--- src/rtl/imem_dmem_arbiter_pkg.sv ---
// Shared constants for the fetch/load-store memory arbiter: FSM encoding,
// requester IDs and parameter limits.
package imem_dmem_arbiter_pkg;

    typedef logic [1:0] state_t;

    localparam state_t ST_IDLE  = 2'd0;
    localparam state_t ST_ISSUE = 2'd1;
    localparam state_t ST_WAIT  = 2'd2;
    localparam state_t ST_RESP  = 2'd3;

    localparam logic REQ_I = 1'b0;
    localparam logic REQ_D = 1'b1;

    localparam int NUM_LANES       = 4;
    localparam int MAX_MEM_LATENCY = 8;

endpackage

--- src/rtl/rr_arb2.sv ---
// Two-way round-robin arbiter: combinational grant, registered last winner
// so the other requester takes the next tie.
module rr_arb2
    import imem_dmem_arbiter_pkg::*;
(
    input  logic       clk,
    input  logic       reset,
    input  logic [1:0] req,
    input  logic       en,
    output logic       gnt_valid,
    output logic       gnt_id
);

    logic last_grant;

    always_comb begin
        gnt_valid = |req;
        gnt_id    = REQ_I;
        if (req[REQ_I] && req[REQ_D])
            gnt_id = (last_grant == REQ_D) ? REQ_I : REQ_D;
        else if (req[REQ_D])
            gnt_id = REQ_D;
    end

    // Reset to DATA so fetch wins the first tie.
    always_ff @(posedge clk) begin
        if (reset)
            last_grant <= REQ_D;
        else if (en && gnt_valid)
            last_grant <= gnt_id;
    end

endmodule

--- src/rtl/imem_dmem_arbiter.sv ---
// Shares one single-ported, fixed-latency word memory between the fetch port
// and the load/store port of the core; all outputs are registered.
module imem_dmem_arbiter
    import imem_dmem_arbiter_pkg::*;
#(
    parameter int ADDR_W      = 32,
    parameter int DATA_W      = 32,
    parameter int MEM_LATENCY = 1,
    parameter int CNT_W       = 3
) (
    input  logic                 clk,
    input  logic                 reset,
    input  logic                 i_req,
    input  logic [ADDR_W-1:0]    i_addr,
    output logic                 i_ack,
    output logic [DATA_W-1:0]    i_rdata,
    output logic                 i_err,
    input  logic                 d_req,
    input  logic                 d_we,
    input  logic [NUM_LANES-1:0] d_wmask,
    input  logic [ADDR_W-1:0]    d_addr,
    input  logic [DATA_W-1:0]    d_wdata,
    output logic                 d_ack,
    output logic [DATA_W-1:0]    d_rdata,
    output logic                 mem_en,
    output logic                 mem_we,
    output logic [NUM_LANES-1:0] mem_wmask,
    output logic [ADDR_W-1:0]    mem_addr,
    output logic [DATA_W-1:0]    mem_wdata,
    input  logic [DATA_W-1:0]    mem_rdata,
    output logic                 busy
);

    localparam bit LAT_OK = (MEM_LATENCY >= 1) && (MEM_LATENCY <= MAX_MEM_LATENCY)
                            && ((MEM_LATENCY - 1) < (1 << CNT_W));
    localparam logic [CNT_W-1:0] CNT_LAST = CNT_W'(MEM_LATENCY - 1);

    if (!LAT_OK) begin : g_bad_latency
        $error("imem_dmem_arbiter: MEM_LATENCY out of range for CNT_W");
    end

    state_t             state, state_nxt;
    logic               cur_id;
    logic               cur_we;
    logic [CNT_W-1:0]   cnt;
    logic [ADDR_W-3:0]  addr_q;
    logic               gnt_valid;
    logic               gnt_id;
    logic               fetch_misaligned;
    logic               unused_addr_lsb;

    // Word addresses only; the low byte-offset bits never reach memory.
    assign mem_addr        = {addr_q, 2'b00};
    assign unused_addr_lsb = ^d_addr[1:0];

    assign fetch_misaligned = (gnt_id == REQ_I) && (i_addr[1:0] != 2'b00);

    rr_arb2 u_arb (
        .clk       (clk),
        .reset     (reset),
        .req       ({d_req, i_req}),
        .en        (state == ST_IDLE),
        .gnt_valid (gnt_valid),
        .gnt_id    (gnt_id)
    );

    always_comb begin
        state_nxt = state;
        case (state)
            ST_IDLE:  if (gnt_valid) state_nxt = fetch_misaligned ? ST_RESP : ST_ISSUE;
            ST_ISSUE: state_nxt = ST_WAIT;
            ST_WAIT:  if (cnt == CNT_LAST) state_nxt = ST_RESP;
            ST_RESP:  state_nxt = ST_IDLE;
            default:  state_nxt = ST_IDLE;
        endcase
    end

    always_ff @(posedge clk) begin
        if (reset) begin
            state     <= ST_IDLE;
            busy      <= 1'b0;
            cur_id    <= REQ_I;
            cur_we    <= 1'b0;
            cnt       <= '0;
            addr_q    <= '0;
            mem_en    <= 1'b0;
            mem_we    <= 1'b0;
            mem_wmask <= '0;
            mem_wdata <= '0;
            i_ack     <= 1'b0;
            i_err     <= 1'b0;
            i_rdata   <= '0;
            d_ack     <= 1'b0;
            d_rdata   <= '0;
        end else begin
            state     <= state_nxt;
            busy      <= (state_nxt != ST_IDLE);
            // Strobes and responses are single-cycle; only the grant/WAIT paths raise them.
            mem_en    <= 1'b0;
            mem_we    <= 1'b0;
            mem_wmask <= '0;
            i_ack     <= 1'b0;
            i_err     <= 1'b0;
            i_rdata   <= '0;
            d_ack     <= 1'b0;
            d_rdata   <= '0;
            case (state)
                ST_IDLE: begin
                    if (gnt_valid) begin
                        cur_id <= gnt_id;
                        if (gnt_id == REQ_D) begin
                            cur_we    <= d_we;
                            addr_q    <= d_addr[ADDR_W-1:2];
                            mem_en    <= 1'b1;
                            mem_we    <= d_we;
                            mem_wmask <= d_we ? d_wmask : '0;
                            mem_wdata <= d_wdata;
                        end else begin
                            cur_we    <= 1'b0;
                            addr_q    <= i_addr[ADDR_W-1:2];
                            mem_wdata <= '0;
                            if (fetch_misaligned) begin
                                i_ack <= 1'b1;
                                i_err <= 1'b1;
                            end else begin
                                mem_en <= 1'b1;
                            end
                        end
                    end
                end
                ST_ISSUE: cnt <= '0;
                ST_WAIT: begin
                    cnt <= cnt + 1'b1;
                    if (cnt == CNT_LAST) begin
                        if (cur_id == REQ_I) begin
                            i_ack   <= 1'b1;
                            i_rdata <= mem_rdata;
                        end else begin
                            d_ack   <= 1'b1;
                            d_rdata <= cur_we ? '0 : mem_rdata;
                        end
                    end
                end
                default: ;
            endcase
        end
    end

endmodule

--- config.mk ---
export PLATFORM = sky130hd
export DESIGN_NAME = imem_dmem_arbiter
export DESIGN_NICKNAME = d
export VERILOG_FILES = /design/src/rtl/imem_dmem_arbiter_pkg.sv /design/src/rtl/rr_arb2.sv /design/src/rtl/imem_dmem_arbiter.sv
export SDC_FILE = /design/constraint.sdc
export NUM_CORES = 1
export LEC_CHECK = 0
export CAP_MARGIN = 0
export CORE_MARGIN = 4
export CORE_UTILIZATION = 34
export CTS_CLUSTER_DIAMETER = 150
export CTS_CLUSTER_SIZE = 20
export DETAILED_ROUTE_END_ITERATION = 6
export MAX_ROUTING_LAYER = met4
export PLACE_DENSITY = 0.81
export SYNTH_ARGS = -nofsm -noshare
export SYNTH_HDL_FRONTEND = slang
export SYNTH_SLANG_ARGS = --single-unit
--- constraint.sdc ---
create_clock -name clk -period 1.56 [get_ports clk]
set_clock_uncertainty 0.2 [all_clocks]
set_input_delay 0.234 -clock clk [delete_from_list [all_inputs] [get_ports clk]]
set_output_delay 0.234 -clock clk [all_outputs]
set_load 0.05 [all_outputs]
==> out/results.tsv, run 1 <==
stage	metric	value	unit
outcome	status	finished with violations	
outcome	failing checks	negative setup slack	
global_route	global-route wire length before repair	27400	um
yosys	leading area contributor after synthesis	dfxtp_1	
clock_network	clk sinks	144	
critical_path	Critical Path Start Type	register	
timing	Final setup viols	130	
detailed_routing	antenna viol nets, final	0	
floorplanning	die height	126	um
floorplanning	initial core utilization	0.352	
timing	Hold Slack	171	ps
detailed_routing	DR vias/cell	4.90	
detailed_routing	drt total wl	19200	um
cells_and_area	# nets final	894	
pwr	VDD IR-drop max	1.11	mV
yosys	Cell Area, Synth	4720	um2
critical_path	Crit. End Element	register	
timing	Max Clock Freq	0.590	GHz
cells_and_area	diode count	0	
timing	Final WS setup	-135	ps
timing	final hold viol count	0	
yosys	most used flip-flop cell after synthesis	dfxtp_1	
yosys	most common cell in the synthesized netlist	dfxtp_1	
detailed_routing	Met2 Wirelength	10400	um
placement	GPL Wtd Cong	0.814	
placement	detailed placement HPWL	13400	um
detailed_routing	WL met3	1350	um
clock_network	H-tree Lvls	4	
clock_network	worst-case clock buffer depth	2	
yosys	synthesis warning total	0	
detailed_routing	DRT iter0 DRCs	260	
timing	fin. max-slew vios	0	
detailed_routing	DR vias	4602	
detailed_routing	DRC viols	0	
yosys	top post-synthesis cells by area	dfxtp_1, and2_1, a22o_1, a211oi_1, a21oi_1	
critical_path	Critical Path RT	1660	ps
global_route	initial antenna violation count	0	
detailed_routing	M1 wire length	7100	um
worst_hold_path	Hold Path Class	in2reg	
clock_network	CTS tree	built	
flow_run	Max-Cap Viols	0	
yosys	number of flops mapped to enable cells by yosys	0	
global_route	All-Layer GR Usage	0.230	
detailed_routing	routed len/inst	20.4	um
timing	Tmin final	1700	ps
clock_network	root buffer cell	clkbuf_16	
placement	# placed instances	893	
yosys	Avg Inst Size Synth	10.4	um2
timing	Fin Setup TNS	-8890	ps
floorplanning	CORE AREA	13400	um2
detailed_routing	max layer used	met4	
global_route	vias in the first global route	4930	
detailed_routing	Pre-antenna DRT Iters	4	
critical_path	WP data arrival	1790	ps
placement	I/O Buffers	270	
floorplanning	Die W	126	um
critical_path	WS Path Type	reg2reg	
yosys	ys async rst share	0	
global_route	GRT overflow	0	
yosys	top cells by count, synth	dfxtp_1, and2_1, nor2_1	
clock_network	Worst-path clk slew	60	ps
yosys	synthesized flop and latch total	144	
yosys	post-synthesis cell count	452	
cells_and_area	FILL cells	753	
yosys	Synth cell types	35	
pwr	Lkg Pwr	4.18	nW
floorplanning	# IOs	275	
timing	Final period util	1.09	
cells_and_area	Non-Filler Instances	939	
pwr	power density over the cells	1700	nW/um2
cells_and_area	layout cell share with drive strength beyond 1	0.363	
critical_path	Crit Path Max Fanout	6	
clock_network	CTS buffer count	17	
global_route	pin count of the biggest net entering global routing	39	
clock_network	worst skew pair latency	410	ps
yosys	top-area cell type share of the netlist area	0.611	
yosys	register area share after synthesis	0.611	
floorplanning	Total Die Area	15800	um2
cells_and_area	Layout area overhead	120	%
timing	RSZ-0062 raised after global routing	true	
floorplanning	Core Rows	42	
==> layout by cell type, fill, tap and decap left out, drive strengths merged, types with 2 or more instances in the layout <==
cell           netlist  final
buf                 16    173
dfxtp              144    144
clkdlybuf4s50        0    133
and2                65     65
nor2                39     39
nand2               34     34
a22o                33     33
a21oi               33     33
a211oi              31     31
clkbuf              16     25
inv                  5      6
ha                   5      5
bufinv               0      4
and3                 4      4
clkinv               0      4
nor3                 3      3
nand2b               2      2
o21bai               2      2
nand3                2      2
a211o                2      2
conb                 1      2
nor4b                2      2
o21ai                2      2
==> layer usage <==
layer | vias up | GRT usage
li1 | 2146 | -
met3 | 30 | 0.0610
met5 | - | -
met1 | 2204 | 0.245
met2 | 222 | 0.414
met4 | 0 | 0.0751
==> what timing repair did <==
item / CTS / global route
buffers inserted: 7 / 2
endpoints found under the setup margin: 136 / 137
gates resized for setup: 37 / 53
hold buffers: 0 / 0
pin swaps: 24 / 37
cloned: 4 / 6
==> kinds of logic (layout without fill, tap and decap cells) <==
logic type,after synthesis,count (layout),synth area share
and+or+nand+nor,157,157,0.173
DFF,144,144,0.611
AOI/OAI and AO/OA,108,108,0.164
buffers and inverters,37,347,0.0379
adders and majority gates,5,5,0.0133
other,1,2,0.000794
==> stage by stage <==
stage	util	setup slack, ps	instance area, um2	total power, W
floorplan	-	-27.8	4730	0.00824
finish	0.774	-135	10400	0.0176
global placement	0.682	-382	9130	0.0117
global route	0.774	-194	10400	0.0182
detailed placement	0.682	-454	9130	0.0120
CTS	0.747	-77.3	10000	0.0168
==> final cells by class <==
cell class              count  area, um2  area share
repair buffers            312       4630       0.446
clock buffers              20        447      0.0431
flip-flops and latches    144       2890       0.278
multi-input cells         272       2010       0.194
inverters                   5       21.3     0.00205
clock inverters            10        160      0.0154
well taps                 176        220      0.0212
==> flip-flops by register name, summed over array words and instances (netlist names) <==
name and flops:
mem_en 1, u_arb.last_grant 1, busy 1, mem_we 1, cnt 3, d_ack 1
mem_wdata 32, mem_wmask 4, i_ack 1, addr_q 30, i_rdata 32, cur_id 1
d_rdata 32, state 2, i_err 1, cur_we 1
==> path summary, 6_finish.rpt <==
path	startpoint	end	slack, ps	cells past startpoint
max	state[0]$_SDFF_PP0_	i_ack$_SDFF_PP0_	-140	7
min	i_addr[10]	addr_q[8]$_SDFFE_PP0N_	170	3
max reg2reg	state[0]$_SDFF_PP0_	i_ack$_SDFF_PP0_	-140	7
min reg2reg	cur_we$_SDFFE_PP0N_	cur_we$_SDFFE_PP0N_	300	1
==> worst max-delay path: stages (launching register included) <==
cell and delay (ps):
dfxtp_2 350, inv_4 50, buf_4 130, ha_4 180
o21ai_4 150, buf_4 200, nor4_4 40, or2_2 280
==> report_power, final <==
part / leakage (nW) / internal (W) / switching [W]
sequential: 1.17 / 0.00432 / 0.000654
combinational: 2.71 / 0.00419 / 0.00424
clock: 0.296 / 0.00270 / 0.00150
Note: power is estimated with default switching activity, not from simulation.
==> inputs of run 2 (changes only) <==
--- a/config.mk
+++ b/config.mk
@@ -5,7 +5,7 @@
 export SDC_FILE = /design/constraint.sdc
 export NUM_CORES = 1
 export LEC_CHECK = 0
-export CAP_MARGIN = 0
+export CAP_MARGIN = 10
 export CORE_MARGIN = 4
 export CORE_UTILIZATION = 34
 export CTS_CLUSTER_DIAMETER = 150
==> results of run 2 <==
The final DEF is identical to that of run 1; final timing and power are the same.
